--- src/rtl/alu_pkg.sv ---
// rtl/alu_pkg.sv - shared opcodes and arbiter FSM state type for the ALU slice
package alu_pkg;

    localparam logic [1:0] OP_ADD = 2'b00;
    localparam logic [1:0] OP_SUB = 2'b01;
    localparam logic [1:0] OP_AND = 2'b10;
    localparam logic [1:0] OP_OR  = 2'b11;

    typedef enum logic [1:0] {
        IDLE = 2'd0,
        EXEC = 2'd1,
        RESP = 2'd2
    } arb_state_t;

endpackage

--- src/rtl/alu_arbiter_alu.sv ---
// rtl/alu_arbiter_alu.sv - combinational ADD/SUB/AND/OR unit shared by the arbiter
module alu
    import alu_pkg::*;
#(
    parameter int WIDTH = 8
) (
    input  logic [WIDTH-1:0] a,
    input  logic [WIDTH-1:0] b,
    input  logic [1:0]       op,
    output logic [WIDTH-1:0] result
);

    // Wrapping arithmetic: carry and borrow are intentionally dropped.
    always_comb begin
        result = '0;
        case (op)
            OP_ADD:  result = a + b;
            OP_SUB:  result = a - b;
            OP_AND:  result = a & b;
            OP_OR:   result = a | b;
            default: result = '0;
        endcase
    end

endmodule

--- src/rtl/alu_arbiter.sv ---
// rtl/alu_arbiter.sv - round-robin arbiter sharing one ALU among NREQ requesters
module alu_arbiter
    import alu_pkg::*;
#(
    parameter int NREQ  = 4,
    parameter int WIDTH = 8
) (
    input  logic                      clk,
    input  logic                      rst,
    input  logic [NREQ-1:0]           req_valid,
    output logic [NREQ-1:0]           req_ready,
    input  logic [NREQ*WIDTH-1:0]     req_a,
    input  logic [NREQ*WIDTH-1:0]     req_b,
    input  logic [NREQ*2-1:0]         req_op,
    output logic                      rsp_valid,
    input  logic                      rsp_ready,
    output logic [$clog2(NREQ)-1:0]   rsp_id,
    output logic [WIDTH-1:0]          rsp_result,
    output logic                      busy
);

    localparam int IDW = $clog2(NREQ);
    // Pointer starts at the last requester so requester 0 wins first after reset.
    localparam logic [IDW-1:0] PTR_RESET = IDW'(NREQ - 1);

    arb_state_t       state;
    logic [IDW-1:0]   ptr;
    logic [IDW-1:0]   winner;
    logic [IDW-1:0]   op_id;
    logic [WIDTH-1:0] op_a;
    logic [WIDTH-1:0] op_b;
    logic [1:0]       op_code;
    logic [WIDTH-1:0] alu_result;
    logic             accept;

    // First valid requester after 'last', wrapping; lowest offset wins.
    function automatic logic [IDW-1:0] rr_pick(input logic [NREQ-1:0] valid,
                                               input logic [IDW-1:0]  last);
        logic [IDW-1:0] pick;
        int             idx;
        pick = last;
        for (int k = NREQ; k >= 1; k--) begin
            idx = (int'(last) + k) % NREQ;
            if (valid[idx]) pick = idx[IDW-1:0];
        end
        return pick;
    endfunction

    alu #(.WIDTH(WIDTH)) u_alu (
        .a      (op_a),
        .b      (op_b),
        .op     (op_code),
        .result (alu_result)
    );

    // Grant decision: only in IDLE, never while reset is applied.
    always_comb begin
        winner    = rr_pick(req_valid, ptr);
        accept    = (state == IDLE) && (|req_valid) && !rst;
        req_ready = '0;
        if (accept) req_ready[winner] = 1'b1;
    end

    assign rsp_valid = (state == RESP);
    assign busy      = (state != IDLE);

    // Accept -> execute -> hold response until consumed; reset drops any in-flight op.
    always_ff @(posedge clk) begin
        if (rst) begin
            state      <= IDLE;
            ptr        <= PTR_RESET;
            op_a       <= '0;
            op_b       <= '0;
            op_code    <= '0;
            op_id      <= '0;
            rsp_result <= '0;
            rsp_id     <= '0;
        end else begin
            case (state)
                IDLE: begin
                    if (accept) begin
                        op_a    <= req_a[int'(winner)*WIDTH +: WIDTH];
                        op_b    <= req_b[int'(winner)*WIDTH +: WIDTH];
                        op_code <= req_op[int'(winner)*2 +: 2];
                        op_id   <= winner;
                        ptr     <= winner;
                        state   <= EXEC;
                    end
                end
                EXEC: begin
                    rsp_result <= alu_result;
                    rsp_id     <= op_id;
                    state      <= RESP;
                end
                RESP: begin
                    if (rsp_ready) state <= IDLE;
                end
                default: state <= IDLE;
            endcase
        end
    end

endmodule

--- config.mk ---
export PLATFORM = sky130hd
export DESIGN_NAME = alu_arbiter
export DESIGN_NICKNAME = d
export VERILOG_FILES = /design/src/rtl/alu_pkg.sv /design/src/rtl/alu_arbiter_alu.sv /design/src/rtl/alu_arbiter.sv
export SDC_FILE = /design/constraint.sdc
export NUM_CORES = 1
export LEC_CHECK = 0
export CELL_PAD_IN_SITES_DETAIL_PLACEMENT = 2
export CELL_PAD_IN_SITES_GLOBAL_PLACEMENT = 2
export CORE_MARGIN = 4
export CORE_UTILIZATION = 27
export CTS_CLUSTER_SIZE = 28
export DETAILED_ROUTE_END_ITERATION = 8
export PLACE_DENSITY = 0.86
export SLEW_MARGIN = 25
export SYNTH_ARGS = -nofsm -noshare
export SYNTH_HDL_FRONTEND = slang
export SYNTH_SLANG_ARGS = --single-unit
--- constraint.sdc ---
create_clock -name clk -period 3.7 [get_ports clk]
set_input_delay 1.11 -clock clk [delete_from_list [all_inputs] [get_ports clk]]
set_output_delay 1.11 -clock clk [all_outputs]
set_load 0.02 [all_outputs]
# Word level (Yosys, flattened, before mapping)
# Index checks and enable logic that the tools add are counted.
# classes
add_sub_neg	6
order_cmp	6
eq_ne	7
n_shift	3
mux	23
bitwise_logic	6
n_reduce_logical	14
# op_table
op	count
indexed part select 32 x 6 -> 8 bit	2
case mux 8 bit (4 select lines)	1
< comparator 3 x 4 -> 1 bit (second input constant)	4
2-to-1 mux 2 bit	6
2-to-1 mux 1 bit	9
adder 8 bit	1
bitwise AND 8 bit	1
binary-select mux 1 bit (select 2 bit)	4
OR 8 bit	1
OR reduction 2 bit	4
indexed part select 8 x 4 -> 2 bit	1
subtractor 8 bit	1
== test 2 bit (second input constant)	3
case mux 2 bit (3 select lines)	1
adder 2 x 1 -> 2 bit (second input constant)	2
adder 2 bit (second input constant)	2
bitwise AND 1 bit (first input constant)	4
== test 2 x 1 -> 1 bit (second input constant)	2
zero test 2 bit	2
2-to-1 mux 4 bit	1
AND reduction 2 bit	2
OR reduction 4 bit	1
logical AND 1 bit	3
< comparator 2 x 3 -> 1 bit (second input constant)	1
other kinds (6)	6
# totals
regBits	34
inputBits	79
out_inout_bits	16

# Longest topological paths before layout
# depth
depth_word	15
ltp_mapped	10
mapped_depth_nobuf	10

# By module
# Synthesis repeated with hierarchy kept, for this count alone.
# unflattened
cells_unflattened	333
hier_area_um2	2707.6
# by_module_without_submodules
module	n_inst	cells_per_inst	area_each_um2	seq_area_each_um2
alu_arbiter	1	235	1976.9	680.7
alu	1	98	730.7	0.0

# Least setup slack after synthesis
# Ideal clock, no wire load.
# synth_path
path_type	in2out
startpoint	in req_valid[3]
endpoint	out req_ready[0]
arrival_time_ps	2300
path_slack_ps	290
path_stages	5
n_path_buf	1
cell_sequence	nor3_1 > a31oi_1 > nand2b_1 > buf_2 > nor4_1
# synth_via
elab_chain_len	12
word_cells_on_any_way	25
cone_classes	2 x order compare; 19 x mux; 4 x reduce/logical
# synth_lines
element	line	rtl
start, declared	alu_arbiter.sv:10	input logic [NREQ-1:0] req_valid,
binary-select mux 1 bit (select 2 bit)	alu_arbiter.sv:44	if (valid[idx]) pick = idx[IDW-1:0];
2-to-1 mux 1 bit (implied by the code) (2 in a row)	alu_arbiter.sv:44	
2-to-1 mux 2 bit (4 in a row)	alu_arbiter.sv:44	
< comparator 2 x 3 -> 1 bit (implied by the code) or >= comparator 2 x 1 -> 1 bit (tied branches)	alu_arbiter.sv:61	if (accept) req_ready[winner] = 1'b1;
logical AND 1 bit (implied by the code)	alu_arbiter.sv:61	
2-to-1 mux 1 bit (implied by the code)	alu_arbiter.sv:61	
demux 1 bit (select 2 bit)	alu_arbiter.sv:61	
2-to-1 mux 4 bit (*)	alu_arbiter.sv:61	
end, declared	alu_arbiter.sv:11	output logic [NREQ-1:0] req_ready,
# Every way passes the cells marked *; elsewhere a longest branch is shown, timed or not. The select of a mux whose other input is x is not followed.

# Final worst setup path
# layout_path
startpoint	in req_valid[3]
endpoint	out req_ready[1]
# Same word-level chain as after synthesis.

==> flow_summary.toml <==
[detailed_routing]
drt_pass1_iterations = 4
routed_wl_mm = 10.2
route.detailed.drc = 0
drt_iter0_drc = 85
ant_nets = 0
wl_per_cell_um = 18.9
num_vias = 2820
routed_via_density = 5.24

[cts]
clkTransAtPathRegs_ns = 0.07
h-tree-depth = 2
holdBufCountCts = 0
clock_path_buffers = 2
cts_tree = "built"
clock_latency_ns = 0.30
cts_sinks = 34
numCtsBuffers = 5
root_buffer = "clkbuf_8"

[layout]
fillers = 1086
multi_input_area_mm2 = 0.00184
regArea_um2 = 681
finalNetCount = 498
n_antenna_cell = 0
synthToLayoutAreaGrowth_pct = 45.5
drive_gt1_share_pct = 14.4

[timing]
timing.fmax_mhz = 276
fin_crit_sh_pct = 97.9
period_needed_ns = 3.62
slew_headroom_pct = 50.5
setup_viol = 0
drv_slew = 0
fin_hold_ws_ns = 0.461
hold_viol = 0
finalSetupTns_ns = 0
worst_slew_pin_slew_ns = 0.742
clock_skew_ns = 0.0131

[critical_path]
cp_max_fo = 4
crit_type = "input pin to primary output"
cp.required_ns = 2.59
cp_data_arrival_time_ns = 2.51
startpoint = "req_valid[3]"
endpoint = "req_ready[1]"
timing.rr.start = "op_code[0]"
worstPathCellList = "dlygate4sd2_1, nor3_1, buf_4, a31oi_4, nand2b_1, nor2_1, clkdlybuf4s15_1"
slowest_stage = "clkdlybuf4s15_1"
max_stage_delay_ns = 0.32
endpoint_kind = "primary output"
startpoint_type = "input pin"
r2r_slack_ns = 0.49
r2r_cells = 8
worstReg2RegEnd = "rsp_result[6]"

[min_path]
hold_class = "register to register"
hold_depth = 2

[synthesis]
synthSimpleGateAreaFrac_pct = 23.7
synth_top_area_share_pct = 25.7
syn_area_mm2 = 0.00265
synth_compound_area_share_pct = 18.4
netlist-cell-type-count = 52
yosysSeqAreaShare_pct = 25.7
async_reset_ff_share_pct = 0
ys.warnings.count = 0
synth_top_family_by_area = "simple AND/OR/NAND/NOR gates"
synth_adder_area_share_pct = 7.00
synthTopCellsByArea = "dfxtp_1 26%, mux2i_1 7.9%, nand3_1 6.6%"
synthFlopType = "dfxtp_1"
post-synth-top-area-cell = "dfxtp_1"
synth.area.mux_share_pct = 15.6
synth_nets = 405
yosysMostFrequentCell = "nand3_1"
synth_edf_count = 0
synthXorXnorAreaFrac_pct = 2.65
syn_inst = 315
ys_seq_elements = 34
syn_avg_cell_area_um2 = 8.40
synthTopCellsByCount = "35 x nand3_1, 34 x dfxtp_1, 30 x nand2_1"

[placement]
port_buffers = 94
gp_congestion = 0.810
dpl.hpwl_mm = 7.89

[floorplan]
rows = 35
design.die.area_mm2 = 0.0114
dieWidth_um = 107
initial_core_util_pct = 28.2
die_y_um = 107
coreArea_mm2 = 0.00937
ios = 95

[job]
cap_viol_max_count = 0

[global_route]
antenna_found_initial = 0
overflow = 0
grt_usage_pct = 18.1
grt_pass1_wl_mm = 16.5
grt_max_degree = 35
grt_pass1_vias = 3110

[pwr]
p_leak_nw = 1.44
vdd_drop_max_mv = 0.138
power_density_mw_per_mm2 = 493

[outcome]
status = "complete, no violations"
layout make-up:
cell class | count | share of cell area, %
Clock buffer | 6 | 2.15
Clock inverter | 2 | 0.325
Inverter | 6 | 0.585
Multi-Input combinational cell | 252 | 47.9
Sequential cell | 34 | 17.7
Tap cell | 129 | 4.19
Timing Repair Buffer | 109 | 27.2
cells by family after synthesis:
kind of cell,count (synthesis)
xor+xnor,8
compound gates,67
simple gates,123
buf+inv,29
mux,39
flops,34
fa+ha+maj,15
through the flow:
| stage | area [um2] | util [%] | total power, mW | instances | worst slack, ns |
|---|---|---|---|---|---|
| 4_1_cts | 3820 | 40.7 | 1.91 | 538 | 0.00441 |
| 3_3_place_gp | 3720 | 39.7 | 1.51 | 529 | -0.398 |
| 6_report | 3850 | 41.1 | 1.90 | 538 | 0.0767 |
| 2_1_floorplan | 2650 | - | 1.24 | 315 | 0.290 |
| 3_5_place_dp | 3720 | 39.7 | 1.58 | 529 | -0.555 |
| 5_1_grt | 3850 | 41.1 | 2.04 | 538 | -0.0204 |
what timing repair did:
| action | in CTS | in global routing |
|---|---|---|
| buffers inserted | 1 | 0 |
| pin swaps | 3 | 0 |
| resized for setup | 22 | 6 |
| gates cloned | 0 | 0 |
| setup endpoints to repair | 4 | 3 |
worst max-delay path, delay by kind of cell:
kind,cells,cell delay [ns]
buf+inv,3,0.79
simple gates,3,0.58
compound gates,1,0.04
per-layer routing:
| metal | track usage, % | share of wire [%] | vias to the layer above |
|---|---|---|---|
| met5 | 0 | 0 | - |
| met4 | 5.75 | 1.9 | 0 |
| met3 | 3.49 | 4.5 | 15 |
| met2 | 34.0 | 53 | 70 |
| met1 | 20.4 | 41 | 1408 |
| li1 | - | - | 1327 |
registers in the layout, indices dropped and copies added (netlist names):
signal,count
rsp_result,8
ptr,2
op_b,8
state,2
op_a,8
op_code,2
op_id,2
rsp_id,2
layout by cell type (no fill, tap or decap), drive strengths merged, types with 11 or more instances in the layout:
cell type      synthesis  routed
dfxtp                 34      34
nand2                 30      30
buf                   17      18
nand3                 35      35
o211ai                20      20
nor3                  11      11
nor2                  19      19
mux2                  18      18
clkdlybuf4s50          0      86
mux2i                 21      21
a21oi                 19      19
worst min path at each step:
stage	start	slack [ns]	end
2_1_floorplan	op_id[1]	0.43	rsp_id[1]
3_3_place_gp	rsp_id[1]	0.45	rsp_id[1]
3_5_place_dp	op_id[1]	0.45	rsp_id[1]
4_1_cts	op_id[1]	0.47	rsp_id[1]
5_1_grt	op_id[1]	0.48	rsp_id[1]
6_report	op_id[1]	0.46	rsp_id[1]
where the power goes:
group	total (mW)	internal, mW	switching (mW)
Clock	0.303	0.150	0.154
Combinational	1.06	0.501	0.554
Sequential	0.540	0.439	0.101
Total	1.90	1.09	0.808
(Power assumes the default switching activity.)
